**src/rtl/sync_edge_detect.sv**
```systemverilog
// Multi-channel synchronising edge detector with sticky pending flags,
// a registered interrupt and a saturating event counter.
//
// Ports:
//   clk      - single clock, rising edge
//   rst_n    - asynchronous active-low reset
//   in       - WIDTH asynchronous level inputs
//   mode     - 00 rising, 01 falling, 10 any change, 11 disabled
//   clr      - synchronous clear of pending and evt_cnt
//   ack      - per-channel clear of pending
//   pedge    - registered one-cycle detect pulse per channel
//   pending  - sticky per-channel event flag
//   irq      - registered OR of pending
//   evt_cnt  - saturating count of cycles with any pedge bit set
module sync_edge_detect #(
    parameter int WIDTH       = 8,
    parameter int SYNC_STAGES = 2,
    parameter int CNT_W       = 8
) (
    input  logic             clk,
    input  logic             rst_n,
    input  logic [WIDTH-1:0] in,
    input  logic [1:0]       mode,
    input  logic             clr,
    input  logic [WIDTH-1:0] ack,
    output logic [WIDTH-1:0] pedge,
    output logic [WIDTH-1:0] pending,
    output logic             irq,
    output logic [CNT_W-1:0] evt_cnt
);

    localparam logic [2:0] WARM_N  = 3'(SYNC_STAGES + 1);
    localparam logic [CNT_W-1:0] CNT_MAX = {CNT_W{1'b1}};

    logic [WIDTH-1:0] sync_q [SYNC_STAGES];
    logic [WIDTH-1:0] s;
    logic [WIDTH-1:0] p;
    logic [WIDTH-1:0] det;
    logic [2:0]       wcnt;
    logic             warm_done;

    assign s         = sync_q[SYNC_STAGES-1];
    assign warm_done = (wcnt == WARM_N);

    // Synchroniser chain and the one-cycle delayed copy of its output.
    always_ff @(posedge clk or negedge rst_n) begin
        if (!rst_n) begin
            for (int k = 0; k < SYNC_STAGES; k++) begin
                sync_q[k] <= '0;
            end
            p <= '0;
        end else begin
            sync_q[0] <= in;
            for (int k = 1; k < SYNC_STAGES; k++) begin
                sync_q[k] <= sync_q[k-1];
            end
            p <= s;
        end
    end

    // Warm-up: hold off detection until the chain and p hold
    // real samples, so a level present at release is not an edge.
    always_ff @(posedge clk or negedge rst_n) begin
        if (!rst_n) begin
            wcnt <= '0;
        end else if (!warm_done) begin
            wcnt <= wcnt + 3'd1;
        end
    end

    always_comb begin
        det = '0;
        unique case (mode)
            2'b00:   det = s & ~p;
            2'b01:   det = ~s & p;
            2'b10:   det = s ^ p;
            default: det = '0;
        endcase
    end

    always_ff @(posedge clk or negedge rst_n) begin
        if (!rst_n) begin
            pedge <= '0;
        end else if (warm_done) begin
            pedge <= det;
        end else begin
            pedge <= '0;
        end
    end

    // A new pulse wins over a same-cycle ack; clr wins over both.
    always_ff @(posedge clk or negedge rst_n) begin
        if (!rst_n) begin
            pending <= '0;
        end else if (clr) begin
            pending <= '0;
        end else begin
            pending <= (pending & ~ack) | pedge;
        end
    end

    always_ff @(posedge clk or negedge rst_n) begin
        if (!rst_n) begin
            evt_cnt <= '0;
        end else if (clr) begin
            evt_cnt <= '0;
        end else if ((|pedge) && (evt_cnt != CNT_MAX)) begin
            evt_cnt <= evt_cnt + 1'b1;
        end
    end

    always_ff @(posedge clk or negedge rst_n) begin
        if (!rst_n) begin
            irq <= 1'b0;
        end else begin
            irq <= |pending;
        end
    end

endmodule

```
**config.mk**
```make
export PLATFORM = sky130hd
export DESIGN_NAME = sync_edge_detect
export DESIGN_NICKNAME = d
export VERILOG_FILES = /design/src/rtl/sync_edge_detect.sv
export SDC_FILE = /design/constraint.sdc
export NUM_CORES = 1
export LEC_CHECK = 0
export CORE_MARGIN = 3
export CORE_UTILIZATION = 30
export DETAILED_ROUTE_END_ITERATION = 8
export PLACE_DENSITY = 0.57
export SLEW_MARGIN = 20
export SYNTH_ARGS = -nofsm -noshare
export SYNTH_HDL_FRONTEND = slang
export SYNTH_SLANG_ARGS = --single-unit
export TNS_END_PERCENT = 30
```
**constraint.sdc**
```tcl
create_clock -name clk -period 4.6 [get_ports clk]
set_input_delay 0.92 -clock clk [delete_from_list [all_inputs] [get_ports clk]]
set_output_delay 0.92 -clock clk [all_outputs]
set_load 0.05 [all_outputs]
```
==> results.toml <==
[run_status]
status = "completed"

[critical_path]
path_delay_family = "buffers and inverters"
crit_path_start_kind = "register"
path_class = "register to output pin"
path_cells = "clkdlybuf4s50_1"
crit_arrival_ps = 1620
worstPathMaxFanout = 7
worst-path-buf-inv = 1
critPathRequiredTime_ps = 3680
max_stage_delay_ps = 850
critPathCaptureType = "output pin"
critPathSlowestCell = "clkdlybuf4s50_1"

[routing]
num_vias = 1447
routed_wl_mm = 3.74
ant_nets = 0
post_drt_wl_per_cell_um = 11.1
drc = 0
first_pass_iters = 4
vias_per_cell = 4.29
drt_iter0_markers = 29

[sta]
tns_ps = 0
max_slew.worst_pin.slew_ps = 639
drv_slew = 0
slew_headroom_pct = 57.4
min_period_ps = 2540
fin_crit_sh_pct = 55.3
rsz0062_at_grt = "false"
setup_ws_ps = 2060
max_freq_ghz = 0.393
hold_viol = 0
setup_viol = 0
fin_skew_ps = 9.95

[place]
place_congestion = 0.752
hpwl_mm = 2.74
dp_slack_ps = 2080
io_buffers = 45

[die]
start_util_pct = 31.7
dieArea_mm2 = 0.00841
die_h_um = 91.7
ioPinCount = 46
rows = 30
die_w_um = 91.7
core_mm2 = 0.00694

[finish]
antennaDiodeCount = 0
syn_to_final_growth_pct = 29.0
drive_gt1_share_pct = 6.22
finalNetCount = 280

[flow_run]
maxCapViolCount = 0

[pwr]
powerDensity_mw_per_mm2 = 334
internal-power_uw = 664
p_comb_share_pct = 18.5
swShare_pct = 30.2
power_frac_clock_pct = 28.5
peakVddDrop_mv = 0.133
power_switching_uw = 287
p_seq_share_pct = 53.0
leakagePower_nw = 1.31
fin_total_pwr_uw = 951

[yosys]
netlist.area_leader.share_pct = 59.1
synthFlopType = "dfrtp_1"
synth_edf_count = 0
synth_top_cells_by_count = "52 x dfrtp_1, 28 x inv_1, 19 x a21oi_1, 19 x ha_1, 16 x nor2_1"
synth_nets = 233
synth_area_mm2 = 0.00220
synth_seq_area_share_pct = 59.1
syn_area_per_cell_um2 = 11.4
syn_inst = 193
synth-seq-cells = 52
synthArstFlopShare_pct = 100
synth_top_cell_by_area = "dfrtp_1"
synth.most_common_cell = "dfrtp_1"
yosysUniqueCellTypes = 27
synth-warning-count = 0
synth_top_cells_by_area = "dfrtp_1 59%, ha_1 11%, inv_1 4.8%, a21oi_1 4.3%, nor2_1 2.7%"

[grt]
grt_usage_pct = 9.15
antenna_found_initial = 0
grt_pass1_vias = 1343
grt_pass1_wl_mm = 6.15
overflow = 0
grt_max_degree = 53

[clock_network]
root_buffer = "clkbuf_8"
cts.hold.buffers_added = 0
cts_num_sinks = 52
cts_buffer_depth = 2
clk_latency_ps = 310
cts_buffers = 5
ctsResizeCount = 0
clk_pin_slew_ps = 100
postCtsSetupBuffers = 0
htree_num_levels = 2
cts_tree = "built"

[worst_hold_path]
hp-class = "register to register"
[layout make-up]
type / count / area (um2)
Clock buffer: 5 / 68.8
Clock inverter: 3 / 27.5
Fill cell: 666 / 4100
Inverter: 28 / 105
Multi-Input combinational cell: 107 / 767
Sequential cell: 52 / 1300
Tap cell: 96 / 120
Timing Repair Buffer: 46 / 453
[per-stage QoR]
stage	util (%)	hold slack (ps)	instances	cell area, um2
final	40.9	355	337	2840
after CTS	40.9	357	337	2840
after detailed placement	39.5	335	329	2750
after floorplan	-	331	193	2200
after global placement	39.5	332	329	2750
after global routing	40.9	365	337	2840
[cells by family after synthesis]
| group | synth area share [%] |
|---|---|
| buffers and inverters | 6.13 |
| AND/OR/NAND/NOR | 11.2 |
| flip-flops | 59.1 |
| XOR/XNOR | 0.795 |
| multiplexers | 1.87 |
| AO/OA/AOI/OAI | 10.2 |
| adder cells (fa/ha/maj) | 10.8 |
[placed cells by master, fill, tap and decap left out, drive strengths merged, types with 3 or more instances in the layout]
cell type	netlist	final
dfrtp	52	52
clkdlybuf4s50	0	44
inv	28	29
a21oi	19	19
ha	19	19
nor2	16	16
nor2b	7	7
a211oi	6	6
nand2	6	6
o21ai	6	6
clkbuf	5	5
nand3	4	4
or4	4	4
mux2i	3	3
nor4	3	3
or3	3	3
[per-layer routing]
layer | up-vias | wire [um] | track usage (%)
li1 | 732 | - | -
met1 | 666 | 1620 | 10.7
met2 | 41 | 1750 | 15.1
met3 | 8 | 296 | 3.20
met4 | 0 | 76 | 4.21
met5 | - | 0 | 0
[worst register-to-register path: stages, from the launching register on]
cell and delay (ps):
dfrtp_1 410, or4_4 560, o22ai_4 370, mux2i_1 230, nor2_1 50
[worst paths after layout]
path                                 start         end  cells past startpoint  slack (ps)
worst min register to register  sync_q[13]        s[5]                      0         360
max in group asynchronous            rst_n  sync_q[13]                      2        3460
worst min-delay path            sync_q[13]        s[5]                      0         360
min in group asynchronous            rst_n  evt_cnt[6]                      2         710
worst max register to register    pedge[2]  evt_cnt[1]                      4        2860
worst max-delay path            evt_cnt[3]  evt_cnt[3]                      1        2060
[registers in the layout (all words and copies together) (netlist names)]
register,count
irq,1
wcnt,3
pending,8
pedge,8
sync_q,8
evt_cnt,8
s,8
p,8
[power groups by stage]
stage	combinational, mW	sequential, mW	clock, mW
after floorplan	0.0503	0.568	0
after global placement	0.178	0.513	0
after detailed placement	0.179	0.514	0
after CTS	0.179	0.505	0.282
after global routing	0.192	0.509	0.300
final	0.176	0.504	0.271
No activity file was read; power rests on OpenSTA's default activity.
